**config.mk**
```make
export PLATFORM = sky130hd
export DESIGN_NAME = ws2812_decoder
export DESIGN_NICKNAME = d
export VERILOG_FILES = /design/src/rtl/ws2812_decoder.sv
export SDC_FILE = /design/constraint.sdc
export NUM_CORES = 1
export LEC_CHECK = 0
export ABC_AREA = 1
export CAP_MARGIN = 10
export CORE_MARGIN = 2
export CORE_UTILIZATION = 25
export DETAILED_ROUTE_END_ITERATION = 10
export PLACE_DENSITY = 0.39
export SETUP_SLACK_MARGIN = 0.05
export SLEW_MARGIN = 0
export SYNTH_ARGS = -nofsm -noshare
export SYNTH_HDL_FRONTEND = slang
export SYNTH_SLANG_ARGS = --single-unit
```
**constraint.sdc**
```tcl
create_clock -name CLK -period 2.5 [get_ports CLK]
set_input_delay 0.5 -clock CLK [delete_from_list [all_inputs] [get_ports CLK]]
set_output_delay 0.5 -clock CLK [all_outputs]
set_load 0.03 [all_outputs]
```
**src/rtl/ws2812_decoder.sv**
```systemverilog
// ws2812_decoder: single-wire WS2812 receiver. Synchronizes DIN, measures each
// high pulse to decode bits, assembles 24-bit GRB pixels and reports pixel
// strobes, frame latches and framing errors.
//
// Ports:
//   CLK          system clock
//   RST_N        synchronous active-low reset
//   DIN          asynchronous WS2812 data line
//   o_g/o_r/o_b  colour bytes of the last decoded pixel (held between strobes)
//   o_index      position of that pixel in the frame (saturates at 255)
//   o_valid      one-cycle strobe, pixel outputs updated
//   o_frame_end  one-cycle strobe, latch (long low) detected
//   o_error      one-cycle strobe, glitch, stuck-high or partial pixel
//   o_dout       forwarded data line (only with WS2812_DECODE_FORWARD_EN)
//
// Optional feature: define WS2812_DECODE_FORWARD_EN to forward the line after
// the first pixel of each frame; otherwise o_dout is tied low.
module ws2812_decoder #(
  parameter int unsigned BIT_THRESH   = 7,
  parameter int unsigned MIN_HIGH     = 2,
  parameter int unsigned HIGH_TIMEOUT = 24,
  parameter int unsigned LATCH_CYCLES = 600
) (
  input  logic       CLK,
  input  logic       RST_N,
  input  logic       DIN,
  output logic [7:0] o_g,
  output logic [7:0] o_r,
  output logic [7:0] o_b,
  output logic [7:0] o_index,
  output logic       o_valid,
  output logic       o_frame_end,
  output logic       o_error,
  output logic       o_dout
);

  localparam int unsigned HCW      = $clog2(HIGH_TIMEOUT + 1);
  localparam int unsigned LCW      = $clog2(LATCH_CYCLES + 1);
  localparam int unsigned BCW      = 5;
  localparam int unsigned PIX_BITS = 24;

  typedef enum logic [1:0] {S_SYNC, S_ARMED, S_HIGH, S_LOW} state_t;

  state_t         state, state_nxt;
  logic           din_s1, din_s2, din_d;
  logic           rise_q, fall_q;
  logic [HCW-1:0] hcnt, hcnt_nxt;
  logic [LCW-1:0] lcnt, lcnt_nxt;
  logic [BCW-1:0] bcnt, bcnt_nxt;
  logic [22:0]    shreg, shreg_nxt;
  logic [23:0]    shifted;
  logic [7:0]     pix_cnt, pix_cnt_nxt;
  logic [7:0]     g_nxt, r_nxt, b_nxt, idx_nxt;
  logic           valid_nxt, fe_nxt, err_nxt;

  // Two-flop synchronizer plus registered edge detect; din_d is aligned with rise_q/fall_q.
  always_ff @(posedge CLK) begin
    if (!RST_N) begin
      din_s1 <= 1'b0;
      din_s2 <= 1'b0;
      din_d  <= 1'b0;
      rise_q <= 1'b0;
      fall_q <= 1'b0;
    end else begin
      din_s1 <= DIN;
      din_s2 <= din_s1;
      din_d  <= din_s2;
      rise_q <= din_s2 & ~din_d;
      fall_q <= ~din_s2 & din_d;
    end
  end

  // State and datapath registers.
  always_ff @(posedge CLK) begin
    if (!RST_N) begin
      state       <= S_SYNC;
      hcnt        <= '0;
      lcnt        <= '0;
      bcnt        <= '0;
      shreg       <= '0;
      pix_cnt     <= '0;
      o_g         <= '0;
      o_r         <= '0;
      o_b         <= '0;
      o_index     <= '0;
      o_valid     <= 1'b0;
      o_frame_end <= 1'b0;
      o_error     <= 1'b0;
    end else begin
      state       <= state_nxt;
      hcnt        <= hcnt_nxt;
      lcnt        <= lcnt_nxt;
      bcnt        <= bcnt_nxt;
      shreg       <= shreg_nxt;
      pix_cnt     <= pix_cnt_nxt;
      o_g         <= g_nxt;
      o_r         <= r_nxt;
      o_b         <= b_nxt;
      o_index     <= idx_nxt;
      o_valid     <= valid_nxt;
      o_frame_end <= fe_nxt;
      o_error     <= err_nxt;
    end
  end

  // Next-state and datapath logic. hcnt holds (pulse width - 1) when the fall is seen.
  always_comb begin
    state_nxt   = state;
    hcnt_nxt    = hcnt;
    lcnt_nxt    = lcnt;
    bcnt_nxt    = bcnt;
    shreg_nxt   = shreg;
    pix_cnt_nxt = pix_cnt;
    g_nxt       = o_g;
    r_nxt       = o_r;
    b_nxt       = o_b;
    idx_nxt     = o_index;
    valid_nxt   = 1'b0;
    fe_nxt      = 1'b0;
    err_nxt     = 1'b0;
    shifted     = {shreg, (hcnt >= HCW'(BIT_THRESH - 1))};

    unique case (state)
      S_SYNC: begin
        if (din_d) begin
          lcnt_nxt = '0;
        end else if (lcnt == LCW'(LATCH_CYCLES - 1)) begin
          lcnt_nxt  = '0;
          state_nxt = S_ARMED;
        end else begin
          lcnt_nxt = lcnt + LCW'(1);
        end
      end

      S_ARMED: begin
        if (rise_q) begin
          hcnt_nxt  = '0;
          state_nxt = S_HIGH;
        end
      end

      S_HIGH: begin
        if (fall_q && (hcnt < HCW'(MIN_HIGH - 1))) begin
          // Glitch: drop the partial pixel and resynchronise on a full latch.
          err_nxt     = 1'b1;
          bcnt_nxt    = '0;
          pix_cnt_nxt = '0;
          lcnt_nxt    = '0;
          state_nxt   = S_SYNC;
        end else if (fall_q) begin
          shreg_nxt = shifted[22:0];
          lcnt_nxt  = '0;
          state_nxt = S_LOW;
          if (bcnt == BCW'(PIX_BITS - 1)) begin
            g_nxt     = shifted[23:16];
            r_nxt     = shifted[15:8];
            b_nxt     = shifted[7:0];
            idx_nxt   = pix_cnt;
            valid_nxt = 1'b1;
            bcnt_nxt  = '0;
            if (pix_cnt != 8'hFF) pix_cnt_nxt = pix_cnt + 8'd1;
          end else begin
            bcnt_nxt = bcnt + BCW'(1);
          end
        end else if (hcnt == HCW'(HIGH_TIMEOUT - 1)) begin
          // Stuck high: same recovery as a glitch.
          err_nxt     = 1'b1;
          bcnt_nxt    = '0;
          pix_cnt_nxt = '0;
          lcnt_nxt    = '0;
          state_nxt   = S_SYNC;
        end else begin
          hcnt_nxt = hcnt + HCW'(1);
        end
      end

      S_LOW: begin
        if (rise_q) begin
          hcnt_nxt  = '0;
          state_nxt = S_HIGH;
        end else if (lcnt == LCW'(LATCH_CYCLES - 1)) begin
          // Latch: end of frame; leftover bits mean a truncated pixel.
          fe_nxt      = 1'b1;
          err_nxt     = (bcnt != '0);
          bcnt_nxt    = '0;
          pix_cnt_nxt = '0;
          state_nxt   = S_ARMED;
        end else begin
          lcnt_nxt = lcnt + LCW'(1);
        end
      end

      default: state_nxt = S_SYNC;
    endcase
  end

`ifdef WS2812_DECODE_FORWARD_EN
  logic fwd_en;

  // Forward once the first pixel of the frame has been absorbed; drop at latch or error.
  always_ff @(posedge CLK) begin
    if (!RST_N) begin
      fwd_en <= 1'b0;
      o_dout <= 1'b0;
    end else begin
      o_dout <= fwd_en & din_s2;
      if (fe_nxt || err_nxt) fwd_en <= 1'b0;
      else if (valid_nxt)    fwd_en <= 1'b1;
    end
  end
`else
  assign o_dout = 1'b0;
`endif

endmodule

```
# Yosys cells after proc, flatten, opt, wreduce, memory -nomap -nowiden
# Cells that the tools add are included.
# totals
output_inout_bits	36
ff_bits	93
mem_count	0
mem_bits_ro	0
ram_bits	0
in_bits	3
latchBits	0
wordCells	112
# classes
n_div	0
n_lt_le_gt_ge	2
n_eq_ne	19
n_mul	0
n_shift	0
addsub	4
reduce_logical	16
n_mux	44
bitwise_logic	9
# ops
operator	count
$mux 10	7
$mux 8	7
$mux 5	10
$pmux 10 s3	1
$pmux 5 s2	2
$ne 2x2->1 const B	8
$pmux 8 s2	1
$mux 2	7
$ne 4x4->1 const B	3
$reduce_and 4->1	3
$add 10x1->10 const B	1
$add 5x1->5 const B	2
$eq 10x10->1 const B	1
$eq 5x5->1 const B	2
$add 8x1->8 const B	1
$ne 8x8->1 const B	1
$pmux 2 s4	1
$mux 1	7
$not 1->1	7
$reduce_and 3->1	2
$reduce_and 6->1	1
$ge 5x3->1 const B	1
$lt 5x1->1 const B	1
$reduce_and 5->1	1
13 further kinds	16

# Depth between registers and ports, before layout
# logic_depth
ltp_word	6
depth_mapped	12
mapped_depth_nobuf	11

# Least setup slack after synthesis
# OpenSTA, ideal clock, no wires.
# synth_path
path_kind	register to register
startpoint	register lcnt[0]
endpoint	register lcnt[1]
slack_ns	0.932
path_buffers	1
stages_incl_launch_ff	10
required_time_ns	2.383
arrival_ns	1.451
cell_sequence	dfxtp_1 ha_1 nand2_1 inv_1 nand3_1 nor3_1 nor2_4 buf_4 o21ai_0 nor2_1
# synth_via
elab_chain_cells	4
elab_cells_between_ends	9
cone_classes	1 x add/sub; 2 x eq/ne; 5 x mux; 1 x reduce/logical
# synth_lines
item	line	text
from (decl)	48	logic [LCW-1:0] lcnt, lcnt_nxt;
from (signal assigned)	92	lcnt <= lcnt_nxt;
$add 10x1->10 / $eq 10x10->1 (equally long branches)	-	
$mux 10 (on tied branches)	181, 127	
$mux 10 (on tied branches)	178, 125	
$pmux 10 s3	123	unique case (state)
# Several ways; a longest one is shown, not always the timed one. The select of a mux whose other input is x is not followed.
# A chain may end at the register's enable or synchronous reset.

# Final worst setup path
# layout_path
startpoint	register lcnt[0]
endpoint	register pix_cnt[2]
# layout_via
elab_chain_cells	3
# layout_lines
item	line	text
$eq 10x10->1	181	end else if (lcnt == LCW'(LATCH_CYCLES - 1)) begin
$ne 2x2->1 (no line)	-	
$reduce_and 6->1 (no line)	-	
to (signal assigned)	95	pix_cnt <= pix_cnt_nxt;
to (decl)	52	logic [7:0] pix_cnt, pix_cnt_nxt;
# Every way passes these cells.

==> reports/metrics.yaml <==
job:
  maxCapViolCount: 0
synth:
  yosysSeqAreaShare: 0.454
  async_reset_ff_frac: 0
  avgSynthCellArea_um2: 7.06
  syn-num-nets: 590
  syn-cell-area_um2: 4100
  synth_seq_cells: 93
  yosys_warnings: 0
  synth_edf_count: 0
  synth-main-ff-cell: "dfxtp_1"
  ys_types: 32
  synth_cells: 581
clock_network:
  cts_tree: "yes"
  cts.path.max_buffers: 2
  clkLatencyLatePin_ps: 350
  path_clk_slew_ps: 70
  ctsResizeCount: 0
  cts-buffers-inserted: 9
  post-cts-setup-buffers: 0
  cts_htree_levels: 3
  hold_buffers: 0
  clock-root-buffer: "clkbuf_16"
  cts.sinks: 93
detailed_routing:
  finalWirelength_mm: 10.1
  antenna_left: 0
  avgRoutedWirePerCell_um: 12.1
  vias: 3548
  viasPerCell: 4.28
  drc: 0
  drt_iter0_drc: 200
  dr.pass1.iters: 4
setup_path:
  path_class: "reg2reg"
  r2r.worst_path.cells: 11
  crit_path_max_fanout: 22
  worst_ep_required_time_ps: 2790
  critPathCaptureType: "flop"
  critPathLaunchType: "flop"
  cp_data_arrival_time_ps: 2390
  reg2reg_slack_ps: 410
pwr:
  p_sw_uw: 782
  p_leak_nw: 2.08
  total_power_mw: 3.03
  swShare: 0.258
  pwr-share-clk: 0.452
  power_density_nw_per_um2: 614
  pwr-share-comb: 0.046
  seqPwrFrac: 0.502
  internal_power_mw: 2.24
  peakVddDrop_v: 0.000338
global_routing:
  grt.busiest_layer: "met2"
  gr-usage-met3: 0.0400
  grt_pass1_wl_mm: 16.8
  grt_max_degree: 46
  grt_use_total: 0.119
  grtUsageMet2: 0.192
  grtUsageMet1: 0.150
  antenna_found_initial: 0
  grt.overflow.total: 0
  grt_pass1_vias: 3406
timing:
  rsz0062_at_grt: "no"
  setup_ws_ps: 406
  setup_violations: 0
  finalHoldViolCount: 0
  worst_pin_slew_ps: 527
  fin_skew_ps: 7.93
  slew_headroom: 0.649
  finalMaxSlewViolations: 0
  fin_crit_sh: 0.837
  period_needed_ps: 2090
  setup_tns_ps: 0
  max_freq_mhz: 478
floorplanning:
  floorplan.initialDensity: 0.257
  die_x_um: 132
  pin_count: 39
  fp.coreArea_um2: 15900
  dieArea_um2: 17400
  placementRows: 46
  die_height_um: 132
finish:
  syn_to_final_growth_pct: 20.2
  final_common_cell: "nand2_1"
  multi_input_area_um2: 1890
  layout.nets: 617
  drive_gt1_frac: 0.0653
  final_cell_area_um2: 4930
  diodes: 0
  fillerInstances: 1746
  seqCellArea_um2: 1860
  mostFrequentLayoutCells: "nand2_1, nor2_1, dfxtp_1, inv_1, nand3_1"
placed_design:
  place_area_um2: 4640
  place.gp.congestion: 0.760
  port-buffer-count: 37
  pre_cts_ws_ps: 438
  hpwl_mm: 6.79
worst_hold_path:
  hold_path_depth: 1
  min_path_type: "reg2reg"
outcome:
  status: "finished clean"
cells in the mapped netlist, types with 2 or more instances:
| cell type | instances | area [um^2] |
|---|---|---|
| ha_1 | 6 | 75.1 |
| nand2_2 | 3 | 18.8 |
| nor2_1 | 108 | 405 |
| nor2_2 | 2 | 12.5 |
| nand2_1 | 126 | 473 |
| clkbuf_1 | 12 | 45.0 |
| inv_2 | 5 | 18.8 |
| nand3_2 | 2 | 20.0 |
| xor2_1 | 4 | 35.0 |
| nand4_1 | 7 | 43.8 |
| nand3_1 | 51 | 255 |
| o21ai_0 | 46 | 230 |
| xnor2_1 | 2 | 17.5 |
| inv_1 | 52 | 195 |
| a21oi_1 | 23 | 115 |
| buf_2 | 4 | 20.0 |
| nand2_4 | 2 | 22.5 |
| nor2_4 | 3 | 33.8 |
| buf_4 | 9 | 67.6 |
| nor3_1 | 10 | 50.1 |
| dfxtp_1 | 93 | 1860 |
critical path, stage by stage, from the launching register on:
cell and delay [ps]:
dfxtp_1 420, ha_1 210, nand2_1 80, inv_1 80, nand3_1 80, nor2_1 210, nor2_1 120, nor2_4 370
nand2_1 180, inv_1 140, nor2_1 50, nor2_1 90
layer usage:
| metal | share of wire | vias up |
|---|---|---|
| li1 | - | 1896 |
| met1 | 0.50 | 1609 |
| met2 | 0.46 | 35 |
| met3 | 0.031 | 8 |
| met4 | 0.011 | 0 |
| met5 | 0 | - |
cells by family after synthesis:
kind of cell | Yosys count | share of synthesized area
AND/OR/NAND/NOR | 317 | 0.333
flip-flops | 93 | 0.454
buffers and inverters | 83 | 0.0854
AO/OA/AOI/OAI | 75 | 0.0952
XOR/XNOR | 6 | 0.0128
adder cells (fa/ha/maj) | 6 | 0.0183
other | 1 | 0.000915
sequential cells by signal (all words and copies together), names as in the netlist:
name,flops
shreg,23
lcnt,10
o_b,8
o_g,8
o_index,8
o_r,8
pix_cnt,8
bcnt,5
hcnt,5
state,2
din_d,1
din_s1,1
din_s2,1
fall_q,1
o_error,1
o_frame_end,1
o_valid,1
rise_q,1
power by group through the flow:
stage / Sequential (mW) / Combinational (mW) / Clock, mW
3_3_place_gp: 1.55 / 0.143 / 0
2_1_floorplan: 1.55 / 0.119 / 0
3_5_place_dp: 1.56 / 0.141 / 0
4_1_cts: 1.52 / 0.142 / 1.42
6_report: 1.52 / 0.138 / 1.37
5_1_grt: 1.52 / 0.160 / 1.49
layout make-up:
type	instances	share of cell area
clock buffers	9	0.0457
clock inverters	7	0.0135
inverters	57	0.0434
multi-input cells	405	0.383
flip-flops and latches	93	0.378
well taps	216	0.0548
repair buffers	42	0.0817
worst paths after layout:
check | end | start
hold reg to reg | fall_q$_SDFF_PN0_ | din_s2$_SDFF_PN0_
hold / removal | fall_q$_SDFF_PN0_ | din_s2$_SDFF_PN0_
setup / recovery | pix_cnt[2]$_SDFFE_PN0P_ | lcnt[0]$_SDFFE_PN0P_
setup reg to reg | pix_cnt[2]$_SDFFE_PN0P_ | lcnt[0]$_SDFFE_PN0P_
stage by stage:
| stage | instances | utilization | hold WS, ps |
|---|---|---|---|
| finish | 829 | 0.309 | 418 |
| CTS | 829 | 0.309 | 427 |
| floorplan | 581 | - | 390 |
| global placement | 813 | 0.291 | 405 |
| detailed placement | 813 | 0.291 | 414 |
| global route | 829 | 0.309 | 449 |
Power figures use the tool's default switching activity.
